## src/rtl/fp_pkg.sv

```systemverilog
// Shared floating-point operand definitions for the encode arbiter and its testbench.
package fp_pkg;

    localparam int FP_EXP_W  = 8;
    localparam int FP_MANT_W = 23;
    localparam int FP_RES_W  = 32;

    typedef struct packed {
        logic                 mode_fp;   // 0 = half, 1 = single
        logic                 sign;
        logic [FP_EXP_W-1:0]  exp;
        logic [FP_MANT_W-1:0] mant;
    } fp_operand_t;

endpackage

```

## src/rtl/fp_encode_arbiter_rr_arb2.sv

```systemverilog
// Two-input round-robin picker: one-hot grant from valids and the last-granted index.
module rr_arb2 (
    input  logic [1:0] valid_i,
    input  logic       last_i,
    output logic [1:0] grant_o
);

    always_comb begin
        grant_o = valid_i;
        if (valid_i == 2'b11) begin
            grant_o = last_i ? 2'b01 : 2'b10;
        end
    end

endmodule

```

## src/rtl/fp_encode_arbiter.sv

```systemverilog
// Two-requester arbiter feeding a shared FP encoder through a two-stage pipeline.
// Define FP_ENCODE_ARB_STATS_EN to add saturating per-requester grant counters.
module fp_encode_arbiter
    import fp_pkg::*;
#(
    parameter int TAG_W = 4,
    parameter int CNT_W = 16
) (
    input  logic                 clk,
    input  logic                 rst,

    input  logic                 req0_valid,
    output logic                 req0_ready,
    input  logic                 req0_mode_fp,
    input  logic                 req0_sign,
    input  logic [FP_EXP_W-1:0]  req0_exp,
    input  logic [FP_MANT_W-1:0] req0_mant,
    input  logic [TAG_W-1:0]     req0_tag,

    input  logic                 req1_valid,
    output logic                 req1_ready,
    input  logic                 req1_mode_fp,
    input  logic                 req1_sign,
    input  logic [FP_EXP_W-1:0]  req1_exp,
    input  logic [FP_MANT_W-1:0] req1_mant,
    input  logic [TAG_W-1:0]     req1_tag,

    output logic                 enc_mode_fp,
    output logic                 enc_sign,
    output logic [FP_EXP_W-1:0]  enc_exp,
    output logic [FP_MANT_W-1:0] enc_mant,
    input  logic [FP_RES_W-1:0]  enc_result,

    output logic                 out_valid,
    input  logic                 out_ready,
    output logic [FP_RES_W-1:0]  out_result,
    output logic                 out_src,
    output logic [TAG_W-1:0]     out_tag
`ifdef FP_ENCODE_ARB_STATS_EN
    ,
    output logic [CNT_W-1:0]     grant_cnt0,
    output logic [CNT_W-1:0]     grant_cnt1
`endif
);

    // A non-positive counter width cannot be built; nothing is generated for it.
    if (CNT_W < 1) begin : g_cnt_w_invalid
    end

    fp_operand_t      req_op [2];
    logic [TAG_W-1:0] req_tag [2];
    logic [1:0]       req_valid;

    assign req_valid  = {req1_valid, req0_valid};
    assign req_op[0]  = '{mode_fp: req0_mode_fp, sign: req0_sign, exp: req0_exp, mant: req0_mant};
    assign req_op[1]  = '{mode_fp: req1_mode_fp, sign: req1_sign, exp: req1_exp, mant: req1_mant};
    assign req_tag[0] = req0_tag;
    assign req_tag[1] = req1_tag;

    logic                a_valid_q, a_valid_d;
    fp_operand_t         a_op_q,    a_op_d;
    logic                a_src_q,   a_src_d;
    logic [TAG_W-1:0]    a_tag_q,   a_tag_d;
    logic                b_valid_q, b_valid_d;
    logic [FP_RES_W-1:0] b_result_q, b_result_d;
    logic                b_src_q,   b_src_d;
    logic [TAG_W-1:0]    b_tag_q,   b_tag_d;
    logic                last_q,    last_d;

    logic [1:0] grant;
    logic       move_ab;
    logic       a_free;
    logic       accept;
    logic       acc_src;

    rr_arb2 u_rr_arb2 (
        .valid_i (req_valid),
        .last_i  (last_q),
        .grant_o (grant)
    );

    assign move_ab = a_valid_q && (!b_valid_q || out_ready);
    assign a_free  = !a_valid_q || move_ab;
    assign accept  = (|grant) && a_free && !rst;
    assign acc_src = grant[1];

    assign req0_ready = grant[0] && a_free && !rst;
    assign req1_ready = grant[1] && a_free && !rst;

    always_comb begin
        a_valid_d  = a_valid_q;
        a_op_d     = a_op_q;
        a_src_d    = a_src_q;
        a_tag_d    = a_tag_q;
        b_valid_d  = b_valid_q;
        b_result_d = b_result_q;
        b_src_d    = b_src_q;
        b_tag_d    = b_tag_q;
        last_d     = last_q;

        if (accept) begin
            a_valid_d = 1'b1;
            a_op_d    = req_op[acc_src];
            a_src_d   = acc_src;
            a_tag_d   = req_tag[acc_src];
            last_d    = acc_src;
        end else if (move_ab) begin
            a_valid_d = 1'b0;
        end

        // B keeps its payload after a handoff so the outputs never glitch.
        if (move_ab) begin
            b_valid_d  = 1'b1;
            b_result_d = enc_result;
            b_src_d    = a_src_q;
            b_tag_d    = a_tag_q;
        end else if (out_ready) begin
            b_valid_d = 1'b0;
        end
    end

    always_ff @(posedge clk) begin
        if (rst) begin
            a_valid_q  <= 1'b0;
            a_op_q     <= '0;
            a_src_q    <= 1'b0;
            a_tag_q    <= '0;
            b_valid_q  <= 1'b0;
            b_result_q <= '0;
            b_src_q    <= 1'b0;
            b_tag_q    <= '0;
            last_q     <= 1'b1;
        end else begin
            a_valid_q  <= a_valid_d;
            a_op_q     <= a_op_d;
            a_src_q    <= a_src_d;
            a_tag_q    <= a_tag_d;
            b_valid_q  <= b_valid_d;
            b_result_q <= b_result_d;
            b_src_q    <= b_src_d;
            b_tag_q    <= b_tag_d;
            last_q     <= last_d;
        end
    end

    fp_operand_t enc_op;
    assign enc_op      = a_valid_q ? a_op_q : '0;
    assign enc_mode_fp = enc_op.mode_fp;
    assign enc_sign    = enc_op.sign;
    assign enc_exp     = enc_op.exp;
    assign enc_mant    = enc_op.mant;

    assign out_valid  = b_valid_q;
    assign out_result = b_result_q;
    assign out_src    = b_src_q;
    assign out_tag    = b_tag_q;

`ifdef FP_ENCODE_ARB_STATS_EN
    for (genvar gi = 0; gi < 2; gi++) begin : g_stats
        logic [CNT_W-1:0] cnt_q;
        logic             hit;

        assign hit = accept && (acc_src == 1'(gi));

        always_ff @(posedge clk) begin
            if (rst) begin
                cnt_q <= '0;
            end else if (hit && !(&cnt_q)) begin
                cnt_q <= cnt_q + 1'b1;
            end
        end
    end

    assign grant_cnt0 = g_stats[0].cnt_q;
    assign grant_cnt1 = g_stats[1].cnt_q;
`endif

endmodule

```

## config.mk

```make
export PLATFORM = sky130hd
export DESIGN_NAME = fp_encode_arbiter
export DESIGN_NICKNAME = d
export VERILOG_FILES = /design/src/rtl/fp_pkg.sv /design/src/rtl/fp_encode_arbiter_rr_arb2.sv /design/src/rtl/fp_encode_arbiter.sv
export SDC_FILE = /design/constraint.sdc
export NUM_CORES = 1
export LEC_CHECK = 0
export ABC_AREA = 1
export CAP_MARGIN = 10
export CORE_ASPECT_RATIO = 1.25
export CORE_MARGIN = 5
export CORE_UTILIZATION = 40
export CTS_CLUSTER_DIAMETER = 100
export DETAILED_ROUTE_END_ITERATION = 16
export GPL_ROUTABILITY_DRIVEN = 0
export PLACE_DENSITY = 0.82
export SETUP_SLACK_MARGIN = 0.2
export SYNTH_ARGS = -nofsm -noshare
export SYNTH_HDL_FRONTEND = slang
export SYNTH_SLANG_ARGS = --single-unit
```

## constraint.sdc

```tcl
create_clock -name clk -period 1.4 [get_ports clk]
set_input_delay 0.42 -clock clk [delete_from_list [all_inputs] [get_ports clk]]
set_output_delay 0.42 -clock clk [all_outputs]
set_load 0.1 [all_outputs]
```

Word level (Yosys, flattened, before mapping)
Cells that the tools add are included.

word-level totals
  bits in registers = 78
  word-level logic and storage cells = 43

operators by class
  magnitude comparators = 1
  equal/unequal tests = 1
  multiplexer cells = 13
  bitwise logic cells = 1
  reduce and logical (&&, ||, !) cells = 15

operators with widths
  kind                                         number
  33-bit 2-to-1 mux                            4
  4-bit 2-to-1 mux                             3
  1-bit logical AND                            7
  1-bit 2-to-1 mux                             4
  2-bit 2-to-1 mux                             2
  2-bit nonzero test                           2
  1-bit logical NOT                            3
  2-bit == test (second input constant)        1
  2-bit >= comparator (second input constant)  1
  1-bit logical OR                             2
  1-bit inverter with 2-bit output             1
  2-bit OR reduction                           1

Longest topological paths before layout
  depth after elaboration = 7
  gate-level depth with buffers = 8

Hierarchy
From an unflattened synthesis, not the netlist that was laid out.

second synthesis, totals
  cells, all modules = 550
  area, all modules = 3639.7 µm²

by module, submodules not included
  module             instances  cells an instance  area an instance (µm²)  seq. area each (µm²)
  fp_encode_arbiter  1          545                3618.5                  1561.5
  rr_arb2            1          5                  21.3                    0.0

Least setup slack after synthesis
Ideal clock, no wire load.

  kind = register -> register
  start = register b_valid_q, in the netlist out_valid
  end = register last_q
  library setup time = 0.121 ns
  data arrival time = 2.060 ns
  required time = 1.279 ns
  setup slack = -0.781 ns
  cell stages (with the launch flop) = 6
  buffers on the path = 0
  clock period less this slack = 2.181 ns
  cells stage by stage = dfxtp_1 nand3_2 nand3_2 inv_1 a21oi_1 nand2_1

on the way
  cells in the longest elaborated chain, start to end = 6

ends and longest elaborated chain
  item                            line                      source
  from (decl)                     fp_encode_arbiter.sv:64   logic b_valid_q, b_valid_d;
  from (signal assigned)          fp_encode_arbiter.sv:138  b_valid_q <= b_valid_d;
  1-bit logical NOT               fp_encode_arbiter.sv:82   assign move_ab = a_valid_q && (!b_valid_q || out_ready);
  1-bit logical OR                fp_encode_arbiter.sv:82
  1-bit logical AND               fp_encode_arbiter.sv:82
  1-bit logical OR                fp_encode_arbiter.sv:83   assign a_free = !a_valid_q || move_ab;
  1-bit logical AND (2 in a row)  fp_encode_arbiter.sv:84   assign accept = (|grant) && a_free && !rst;
  to (signal assigned)            fp_encode_arbiter.sv:142  last_q <= last_d;
  to (decl)                       fp_encode_arbiter.sv:68   logic last_q, last_d;

Every way passes these cells.
A chain may end at the register's enable or synchronous reset.

Worst setup path in the final report
  start = register a_valid_q
  end = output req1_ready

on the way
  cells in the longest elaborated chain, start to end = 4
  elaborated cells between the ends (all ways) = 5

ends and longest elaborated chain
  item                                                    line                                              source
  from (decl)                                             fp_encode_arbiter.sv:60                           logic a_valid_q, a_valid_d;
  from (signal assigned)                                  fp_encode_arbiter.sv:134                          a_valid_q <= a_valid_d;
  1-bit logical NOT or 1-bit logical AND (tied branches)  fp_encode_arbiter.sv:83, fp_encode_arbiter.sv:82
  1-bit logical OR *                                      fp_encode_arbiter.sv:83
  1-bit logical AND * (2 in a row)                        fp_encode_arbiter.sv:88                           assign req1_ready = grant[1] && a_free && !rst;
  to (decl)                                               fp_encode_arbiter.sv:21                           output logic req1_ready,

Every way passes the cells marked *; elsewhere a longest branch is shown, timed or not.

==> impl_metrics.env <==
export IMPL_fill_cells=472
export IMPL_cp_arrival_ns=1.32
export IMPL_crit_family="flip-flops"
export IMPL_grt_pass1_wl_mm=21.24
export IMPL_finalClockSkew_ns=0.007986
export IMPL_path_cells="nand3_4 -> nand3_4 -> clkinvlp_4 -> buf_12"
export IMPL_synth_cells=542
export IMPL_cp_startpoint="a_valid_q$_SDFFE_PP0P_"
export IMPL_syn_nets=653
export IMPL_violations="setup timing"
export IMPL_min_delay_start="a_src_q$_SDFFE_PP0P_"
export IMPL_n_antenna_cell=0
export IMPL_end_kind="output pin"
export IMPL_tritoncts="built"
export IMPL_crit_fanout=4
export IMPL_start_util=0.4047
export IMPL_dr_first_iter_drc_count=209
export IMPL_die_area_um2=11160
export IMPL_setup_worst_path_class="flip-flop to output pin"
export IMPL_dp_hpwl_mm=9.586
export IMPL_clock_sinks=78
export IMPL_row_count=39
export IMPL_cts_htree_levels=3
export IMPL_dp_slack_ns=-0.6220
export IMPL_setup_viol_count_final=73
export IMPL_maxCapViolations=0
export IMPL_required_ns=0.98
export IMPL_wl_per_cell_um=15.76
export IMPL_num_io_pins=184
export IMPL_cts_root_buffer="clkbuf_16"
export IMPL_setup_slack_ns=-0.3389
export IMPL_port_buffer_count=183
export IMPL_area_growth_pct=107.0
export IMPL_cts_hold_buf=0
export IMPL_vias_per_cell=4.913
export IMPL_hold_path_end="a_src_q$_SDFFE_PP0P_"
export IMPL_p_per_area_nw_per_um2=1056
export IMPL_reg2reg_slack_ns=-0.19
export IMPL_synth_top_cell_area_share=0.4274
export IMPL_yosysSeqAreaShare=0.4274
export IMPL_cp_buffers_inverters=2
export IMPL_post_route_drc_count=0
export IMPL_grt_max_degree=40
export IMPL_startpoint_type="flip-flop"
export IMPL_yosysTopAreaCell="dfxtp_1"
export IMPL_path_common_cell="nand3_4"
export IMPL_slew_limit_headroom=0.7431
export IMPL_core_um2=9027
export IMPL_hp_class="flip-flop to flip-flop"
export IMPL_totalWireLength_mm=13.76
export IMPL_ys_types=18
export IMPL_fin_util=0.8377
export IMPL_min_path_cells=2
export IMPL_firstDrtPassIters=4
export IMPL_grt_ovfl_total=0
export IMPL_antenna_found_initial=0
export IMPL_vias=4289
export IMPL_track_usage=0.2456
export IMPL_fp_dieH_um=116.9
export IMPL_hold_viol=0
export IMPL_clock_path_buffers=2
export IMPL_regToRegEndpoint="a_op_q[29]$_SDFFE_PP0P_"
export IMPL_rsz0062_at_grt="yes"
export IMPL_period_share=1.242
export IMPL_r2r_start="a_valid_q$_SDFFE_PP0P_"
export IMPL_peakVddDrop_mv=0.5623
export IMPL_period_minus_slack_ns=1.739
export IMPL_power_leakage_nw=3.374
export IMPL_nNetsFinal=856
export IMPL_first_global_vias=4575
export IMPL_max_stage_delay_ns=0.42
export IMPL_avgSynthCellArea_um2=6.741
export IMPL_fmax_mhz=575.1
export IMPL_drive_gt1_frac=0.3507
export IMPL_drv_slew=0
export IMPL_antenna_left=0
export IMPL_cpMaxStageDelayCell="dfxtp_4"
export IMPL_synth_area_top_cells="dfxtp_1 (43%), nor2_1 (15%), nand2_1 (12%)"
export IMPL_r2r_cells=10
export IMPL_numCtsBuffers=9
export IMPL_status="finished with violations"
export IMPL_cts_clk_slew_worst_paths_ns=0.06
export IMPL_netlist_area_um2=3654
export IMPL_worstMarginPinSlew_ns=0.3854
export IMPL_power_mw=7.984
export IMPL_synth_seq_cells=78
export IMPL_yosys_warnings=0
export IMPL_die_x_um=95.48
export IMPL_clkLatencyLatePin_ns=0.33
==> placed cells by master, fill, tap and decap left out, types with 21 or more instances in the layout <==
master and n:
nand2_4 33, dfxtp_2 35, dfxtp_1 38, buf_4 21, o21ai_0 26, clkdlybuf4s50_1 106, nor2_1 145, buf_12 82
nand3_1 40, o21bai_1 37, clkinvlp_4 35, nand2_1 77
==> synth_stat cells <==
cell type	count
nor2_1	148
nand2_1	114
dfxtp_1	78
inv_1	40
nand3_1	40
o21bai_1	37
o21ai_0	35
buf_2	14
clkbuf_1	10
buf_4	7
buf_6	5
a21oi_1	4
nand3_2	3
clkbuf_2	2
o21ai_1	2
clkinv_1	1
inv_2	1
nand2_4	1
==> worst reg2reg max path: stages (launching register included) <==
cell,delay [ns]
dfxtp_4,0.42
nand3_4,0.13
buf_4,0.16
buf_6,0.10
buf_6,0.10
buf_6,0.12
nand2_8,0.08
buf_6,0.12
buf_12,0.11
o21bai_1,0.09
nor2_1,0.10
==> worst max path at each step <==
stage,to,depth (start not counted)
2_1_floorplan,req0_ready,3
3_3_place_gp,req0_ready,6
3_5_place_dp,req0_ready,6
4_1_cts,enc_mant[11],4
5_1_grt,req1_ready,4
6_report,req1_ready,4
==> flip-flops by register name, summed over array words and instances (netlist names) <==
register    cells
a_valid_q       1
out_valid       1
a_tag_q         4
a_src_q         1
out_result     32
out_src         1
last_q          1
a_op_q         33
out_tag         4
==> cell type report <==
cell class	instances	area, µm²	share of cell area
Inverter	42	290.3	0.03839
Multi-Input combinational cell	384	2037	0.2694
Tap cell	123	153.9	0.02035
Clock buffer	12	256.5	0.03392
Timing Repair Buffer	230	3156	0.4173
Sequential cell	78	1624	0.2148
Clock inverter	4	45.04	0.005956
==> repair_timing <==
action                                  CTS  global route
endpoints found under the setup margin  151           149
gates resized for setup                  46             8
pin swaps                                15            10
setup buffers                            13             5
cloned                                    5             0
==> kinds of logic after synthesis <==
kind of cell / synth area share
AND/OR/NAND/NOR: 0.3353
flip-flops: 0.4274
buffers and inverters: 0.1051
AO/OA/AOI/OAI: 0.1322
==> per-layer routing <==
metal / routed length [µm] / part of all wire / global-route usage
met2: 7572 / 0.55 / 0.4727
met1: 4778 / 0.35 / 0.2418
met4: 487 / 0.035 / 0.1252
met3: 919 / 0.067 / 0.05563
met5: 0 / 0 / 0
==> metrics by stage <==
step	cell area, µm²	std cells	hold WS [ns]	TNS (ns)
2_1_floorplan	4190	542	0.4404	-4.153
3_3_place_gp	6898	834	0.4520	-30.60
3_5_place_dp	6898	834	0.4710	-35.49
4_1_cts	7510	868	0.4786	-10.60
5_1_grt	7562	873	0.5182	-20.02
6_report	7562	873	0.4883	-16.54
==> power breakdown <==
| group | internal [mW] | total (mW) | leakage [nW] | switching (mW) |
|---|---|---|---|---|
| Sequential | 2.43 | 2.63 | 0.657 | 0.198 |
| Clock | 1.47 | 2.35 | 0.152 | 0.882 |
| Combinational | 1.26 | 3.01 | 2.56 | 1.75 |
No activity file was read; power rests on OpenSTA's default activity.
